### src/rtl/tag_pool_ctrl_pkg.sv
// Shared constants and state encoding for the tag pool controller.
package tag_pool_ctrl_pkg;

    localparam int unsigned DSIZE = 5;
    localparam int unsigned NTAGS = 1 << DSIZE;

    typedef enum logic {
        StInit,
        StRun
    } state_e;

endpackage

### src/rtl/tag_pool_ctrl_fifo.sv
// Fall-through FIFO holding the free tags; rdata always shows the head entry.
// ASIZE is the highest storage index, so the depth is ASIZE+1.
module tag_pool_ctrl_fifo #(
    parameter int unsigned DSIZE = 5,
    parameter int unsigned ASIZE = 31
) (
    input  logic             wclk,
    input  logic             wrst_n,
    input  logic             winc,
    input  logic [DSIZE-1:0] wdata,
    input  logic             rclk,
    input  logic             rrst_n,
    input  logic             rinc,
    output logic [DSIZE-1:0] rdata
);

    localparam int unsigned AW = (ASIZE > 0) ? $clog2(ASIZE + 1) : 1;

    logic [DSIZE-1:0] mem [0:ASIZE];
    logic [AW-1:0]    wptr_q;
    logic [AW-1:0]    rptr_q;

    always_ff @(posedge wclk) begin
        if (winc) begin
            mem[wptr_q] <= wdata;
        end
    end

    always_ff @(posedge wclk or negedge wrst_n) begin
        if (!wrst_n) begin
            wptr_q <= '0;
        end else if (winc) begin
            wptr_q <= (wptr_q == AW'(ASIZE)) ? '0 : wptr_q + 1'b1;
        end
    end

    always_ff @(posedge rclk or negedge rrst_n) begin
        if (!rrst_n) begin
            rptr_q <= '0;
        end else if (rinc) begin
            rptr_q <= (rptr_q == AW'(ASIZE)) ? '0 : rptr_q + 1'b1;
        end
    end

    assign rdata = mem[rptr_q];

endmodule

### src/rtl/tag_pool_ctrl.sv
// Tag pool controller: fills the pool after reset, then grants tags round-robin
// to two requesters and accepts returned tags with source 0 taking priority.
module tag_pool_ctrl
    import tag_pool_ctrl_pkg::*;
#(
    parameter int unsigned DSIZE = tag_pool_ctrl_pkg::DSIZE,
    parameter int unsigned NTAGS = tag_pool_ctrl_pkg::NTAGS
) (
    input  logic             clk,
    input  logic             rst_n,
    input  logic [1:0]       req,
    output logic [1:0]       gnt,
    output logic [DSIZE-1:0] gnt_tag,
    input  logic [1:0]       ret_valid,
    input  logic [DSIZE-1:0] ret_tag0,
    input  logic [DSIZE-1:0] ret_tag1,
    output logic [1:0]       ret_rdy,
    output logic [DSIZE:0]   free_cnt,
    output logic             init_done,
    output logic             ovf_err
);

    state_e           state_q, state_d;
    logic [DSIZE-1:0] init_cnt_q;
    logic [DSIZE:0]   free_cnt_q, free_cnt_d;
    logic             rr_q, rr_d;
    logic [1:0]       gnt_q, gnt_d;
    logic [DSIZE-1:0] gnt_tag_q, gnt_tag_d;
    logic             ovf_err_q, set_ovf;
    logic             pop, push, winner, full;
    logic             winc;
    logic [DSIZE-1:0] wdata, rdata;

    assign full = (free_cnt_q == (DSIZE + 1)'(NTAGS));

    always_comb begin
        state_d   = state_q;
        pop       = 1'b0;
        push      = 1'b0;
        winner    = rr_q;
        rr_d      = rr_q;
        ret_rdy   = 2'b00;
        winc      = 1'b0;
        wdata     = init_cnt_q;
        set_ovf   = 1'b0;
        gnt_d     = 2'b00;
        gnt_tag_d = '0;

        unique case (state_q)
            StInit: begin
                push = 1'b1;
                winc = 1'b1;
                if (init_cnt_q == DSIZE'(NTAGS - 1)) begin
                    state_d = StRun;
                end
            end
            StRun: begin
                // rr_q names the requester that wins a tie.
                winner = (req == 2'b11) ? rr_q : req[1];
                pop    = (req != 2'b00) && (free_cnt_q != '0);
                if (ret_valid != 2'b00) begin
                    if (!full || pop) begin
                        push    = 1'b1;
                        winc    = 1'b1;
                        wdata   = ret_valid[0] ? ret_tag0 : ret_tag1;
                        ret_rdy = ret_valid[0] ? 2'b01 : 2'b10;
                    end else begin
                        set_ovf = 1'b1;
                    end
                end
                if (pop) begin
                    gnt_d     = winner ? 2'b10 : 2'b01;
                    gnt_tag_d = rdata;
                    rr_d      = ~winner;
                end
            end
        endcase

        unique case ({push, pop})
            2'b10:   free_cnt_d = free_cnt_q + 1'b1;
            2'b01:   free_cnt_d = free_cnt_q - 1'b1;
            default: free_cnt_d = free_cnt_q;
        endcase
    end

    always_ff @(posedge clk or negedge rst_n) begin
        if (!rst_n) begin
            state_q    <= StInit;
            init_cnt_q <= '0;
            free_cnt_q <= '0;
            rr_q       <= 1'b0;
            gnt_q      <= 2'b00;
            gnt_tag_q  <= '0;
            ovf_err_q  <= 1'b0;
        end else begin
            state_q    <= state_d;
            init_cnt_q <= (state_q == StInit) ? init_cnt_q + 1'b1 : '0;
            free_cnt_q <= free_cnt_d;
            rr_q       <= rr_d;
            gnt_q      <= gnt_d;
            gnt_tag_q  <= gnt_tag_d;
            ovf_err_q  <= ovf_err_q | set_ovf;
        end
    end

    tag_pool_ctrl_fifo #(
        .DSIZE(DSIZE),
        .ASIZE(NTAGS - 1)
    ) u_fifo (
        .wclk  (clk),
        .wrst_n(rst_n),
        .winc  (winc),
        .wdata (wdata),
        .rclk  (clk),
        .rrst_n(rst_n),
        .rinc  (pop),
        .rdata (rdata)
    );

    assign gnt       = gnt_q;
    assign gnt_tag   = gnt_tag_q;
    assign free_cnt  = free_cnt_q;
    assign init_done = (state_q == StRun);
    assign ovf_err   = ovf_err_q;

endmodule

### config.mk
export PLATFORM = sky130hd
export DESIGN_NAME = tag_pool_ctrl
export DESIGN_NICKNAME = d
export VERILOG_FILES = /design/src/rtl/tag_pool_ctrl_pkg.sv /design/src/rtl/tag_pool_ctrl_fifo.sv /design/src/rtl/tag_pool_ctrl.sv
export SDC_FILE = /design/constraint.sdc
export NUM_CORES = 1
export LEC_CHECK = 0
export ABC_AREA = 1
export BUFFER_PORTS_ARGS = -buffer_cell sky130_fd_sc_hd__buf_2
export CAP_MARGIN = 20
export CELL_PAD_IN_SITES_DETAIL_PLACEMENT = 1
export CELL_PAD_IN_SITES_GLOBAL_PLACEMENT = 2
export CORE_UTILIZATION = 40
export CTS_CLUSTER_DIAMETER = 40
export DETAILED_ROUTE_END_ITERATION = 8
export PLACE_DENSITY = 0.77
export REMOVE_ABC_BUFFERS = 1
export SYNTH_ARGS = -nofsm -noshare
export SYNTH_HDL_FRONTEND = slang
export SYNTH_SLANG_ARGS = --single-unit
### constraint.sdc
create_clock -name clk -period 3.2 [get_ports clk]
set_input_delay 0.16 -clock clk [delete_from_list [all_inputs] [get_ports clk]]
set_output_delay 0.16 -clock clk [all_outputs]
set_load 0.02 [all_outputs]
==> metrics.md <==
| Metric | Value |
|---|---|
| Run status | `finished clean` |
| Count of flip-flops with a built-in enable after synthesis | `160` |
| Clock tree from TritonCTS | `done` |
| Synth top area share | `0.550` |
| DRC marker count from the first detailed-route iteration | `390` |
| Total wire length | `22.7 mm` |
| Post-detailed-route via-to-cell ratio | `between 5 and 6` |
| Routability Congestion | `roughly 0.77` |
| Number of warnings printed during yosys synthesis | `0` |
| Fraction of layout instances using a drive strength above 1 | `0.105` |
| Power density over the cells | `around 860 nW/um^2` |
| Antenna Violating Nets Remaining | `0` |
| Sequential-to-total area share from yosys stat | `0.639` |
| Vias post-DR | `6135` |
| Post-synthesis instance area | `8730 um^2` |
| Worst slew pin tran | `~1.0 ns` |
| Maximum number of pins on one net before global-route repair | `91` |
| Yosys cell types | `34` |
| Number of buffers added to fix hold violations after cts | `4` |
| Final hold vios | `0` |
| Post-DP HPWL | `around 15 mm` |
| Leakage power | `4.06 nW` |
| 1st-pass router iterations | `5` |
| Setup repair after global routing missed its margin | `no` |
| Number of global-route vias before repair | `between 6000 and 7000` |
| Post-detailed-route DRC marker count | `0` |
| CTS H-tree lvls | `4` |
| Type of the most critical hold path | `input port to register` |
| Number of pins with negative max-slew slack in the final report | `0` |
| Ranking of synthesized cells by area | `sky130_fd_sc_hd__edfxtp_1, sky130_fd_sc_hd__nand2_1, sky130_fd_sc_hd__dfrtp_1` |
| Clock transition at the register clock pins on the worst setup and hold paths after CTS | `roughly 0.080 ns` |
| Clock Path Buffers | `2` |
| Root cell of the clock tree | `sky130_fd_sc_hd__clkbuf_16` |
| Clock latency at the later pin of the worst-skew pair | `0.44 ns` |
| Post-CTS resize count | `0` |
| Async set or reset register ratio after synthesis | `0.162` |
| Core area | `between 20000 and 25000 um^2` |
| Skew final | `between 0.01 and 0.015 ns` |
| Clock net sink count | `approximately 190` |
| I/O pins | `33` |
| Rel. slew slack | `0.320` |
| Initial antenna violation count | `0` |
| Nets | `939` |
| Highest ir drop seen on vdd | `0.503 mV` |
| Total clock buffers created by CTS | `17` |
| Critical-path maximum fanout | `13` |
| Initial core utilization | `0.411` |
| Period utilisation layout | `0.876` |
| Synthesis-to-layout area growth | `12.0%` |
| IO buf count | `32` |
| Maximum operating frequency | `~360 MHz` |
| Crit path arrival time | `3.13 ns` |
| Die Height | `~150 um` |
| Number of instances in the synthesized netlist | `about 890` |
| Number of cell rows | `53` |
| First-pass GRT wire length | `35.9 mm` |
| Overall global routing resource usage | `0.216` |
| Max cap viols | `0` |
| Final setup viols | `0` |
| Most used DFF post-synth | `sky130_fd_sc_hd__edfxtp_1` |
| # Post-CTS Setup Buffers | `0` |
| Synth area leader | `sky130_fd_sc_hd__edfxtp_1` |
| Floorplan die width | `between 100 and 150 um` |
| Critical path start-end classification | `register to register` |
| Data required time of the critical path | `3.53 ns` |
| GR Overflow Total | `0` |
| Final hold slack | `about 0.18 ns` |
| Post-layout total power | `8.42 mW` |
| Total Die Area | `~22000 um^2` |
| Period minus WS final | `2.80 ns` |
| Critical path endpoint category | `register` |
| Register bit total from synthesis | `around 190` |
| Post-detailed-route wirelength per cell | `approximately 19 um` |
| Category of the worst setup path launch point | `register` |
| Antenna cell count | `0` |
| Synthesized area per cell | `9.83 um^2` |
## through the flow
step	TNS, ns	utilization	worst slack (ns)	std cells	cell area [um^2]
after floorplan	-0.186	-	-0.0398	842	8490
after global placement	0	0.431	0.558	1163	9140
after detailed placement	0	0.431	0.385	1163	9140
after CTS	0	0.461	0.359	1199	9780
after global routing	0	0.461	0.146	1199	9780
final	0	0.461	0.396	1199	9780
## path summary, 6_finish.rpt
kind	from	to	slack (ns)	cells past startpoint
worst max-delay path	free_cnt[3]$_DFFE_PN0P_	free_cnt[4]$_DFFE_PN0P_	0.40	13
worst min-delay path	ret_valid[1]	u_fifo.wptr_q[0]$_DFFE_PN0P_	0.18	6
worst max register to register	free_cnt[3]$_DFFE_PN0P_	free_cnt[4]$_DFFE_PN0P_	0.40	13
worst min register to register	free_cnt[5]$_DFFE_PN0P_	free_cnt[5]$_DFFE_PN0P_	0.50	2
max in group asynchronous	rst_n	u_fifo.rptr_q[0]$_DFFE_PN0P_	2.31	2
min in group asynchronous	rst_n	free_cnt[1]$_DFFE_PN0P_	0.33	2
## power by group
part	switching, mW	leakage [nW]	internal, mW
registers	0.188	1.84	3.03
logic	2.17	1.93	0.871
clock network	1.04	0.288	1.12
total	3.40	4.06	5.02
## placed cells by master, fill, tap and decap left out, drive strengths merged, types with 2 or more instances in the layout
cell,n
dlygate4sd3,4
nand3,94
nand2,273
edfxtp,160
xor2,3
buf,46
or2,2
xnor2,4
dfrtp,31
inv,93
clkbuf,17
nor2,110
a21oi,6
nand4,5
o21ai,39
o21bai,2
clkinvlp,2
o211ai,7
ha,12
clkinv,3
mux2i,5
## critical path, cell delays in order (launching register included)
cell	delay, ns
sky130_fd_sc_hd__dfrtp_1	0.46
sky130_fd_sc_hd__nor4_2	0.40
sky130_fd_sc_hd__nand3_1	0.24
sky130_fd_sc_hd__nand2_2	0.17
sky130_fd_sc_hd__inv_2	0.15
sky130_fd_sc_hd__ha_1	0.35
sky130_fd_sc_hd__nand2_1	0.12
sky130_fd_sc_hd__nand2_1	0.08
sky130_fd_sc_hd__ha_1	0.18
sky130_fd_sc_hd__a21o_1	0.18
sky130_fd_sc_hd__nand3b_1	0.13
sky130_fd_sc_hd__nand3_1	0.09
sky130_fd_sc_hd__nand2_1	0.08
sky130_fd_sc_hd__o21ai_0	0.07
## synth_stat cells (2+ instances only)
| library cell | n |
|---|---|
| sky130_fd_sc_hd__ha_1 | 12 |
| sky130_fd_sc_hd__xor2_1 | 3 |
| sky130_fd_sc_hd__a21oi_1 | 6 |
| sky130_fd_sc_hd__o21bai_1 | 2 |
| sky130_fd_sc_hd__buf_6 | 4 |
| sky130_fd_sc_hd__nor2_1 | 109 |
| sky130_fd_sc_hd__dfrtp_1 | 31 |
| sky130_fd_sc_hd__o21ai_2 | 3 |
| sky130_fd_sc_hd__o21ai_0 | 35 |
| sky130_fd_sc_hd__buf_2 | 17 |
| sky130_fd_sc_hd__nand2_4 | 2 |
| sky130_fd_sc_hd__inv_1 | 81 |
| sky130_fd_sc_hd__clkbuf_1 | 16 |
| sky130_fd_sc_hd__o211ai_1 | 7 |
| sky130_fd_sc_hd__nand4_1 | 5 |
| sky130_fd_sc_hd__edfxtp_1 | 160 |
| sky130_fd_sc_hd__mux2i_1 | 5 |
| sky130_fd_sc_hd__buf_1 | 3 |
| sky130_fd_sc_hd__nand2_1 | 270 |
| sky130_fd_sc_hd__buf_4 | 6 |
| sky130_fd_sc_hd__nand3_1 | 93 |
| sky130_fd_sc_hd__xnor2_1 | 4 |
| sky130_fd_sc_hd__inv_2 | 2 |
| sky130_fd_sc_hd__or2_2 | 2 |
## area by class of cell
cell class	instances	area, um^2
fill	2425	11400
sequential	191	5580
multi-input combinational	567	2620
clock buffer	17	425
tap	275	344
timing repair buffer	50	318
inverter	84	318
clock inverter	15	170
## cell families after synthesis
| kind of cell | after synthesis | share of synthesized area |
|---|---|---|
| compound gates | 56 | 0.0365 |
| xor+xnor | 7 | 0.00702 |
| fa+ha+maj | 12 | 0.0172 |
| buf+inv | 130 | 0.0646 |
| flops | 191 | 0.639 |
| mux | 5 | 0.00573 |
| simple gates | 487 | 0.230 |
## metal layers
layer,GRT usage,vias to the layer above,wire length (um)
met5,0,-,0
met2,0.366,73,11300
met4,0.0571,0,220
met3,0.0308,15,516
li1,-,2955,-
met1,0.288,3092,10600
## flip-flops by register name, indices dropped and copies added, names as in the netlist, 2 cells and up
| register | count |
|---|---|
| free_cnt | 6 |
| u_fifo.rptr_q | 5 |
| u_fifo.mem | 160 |
| init_cnt_q | 5 |
| u_fifo.wptr_q | 5 |
| gnt_tag | 5 |
| gnt | 2 |
No activity file was read; power rests on OpenSTA's default activity.
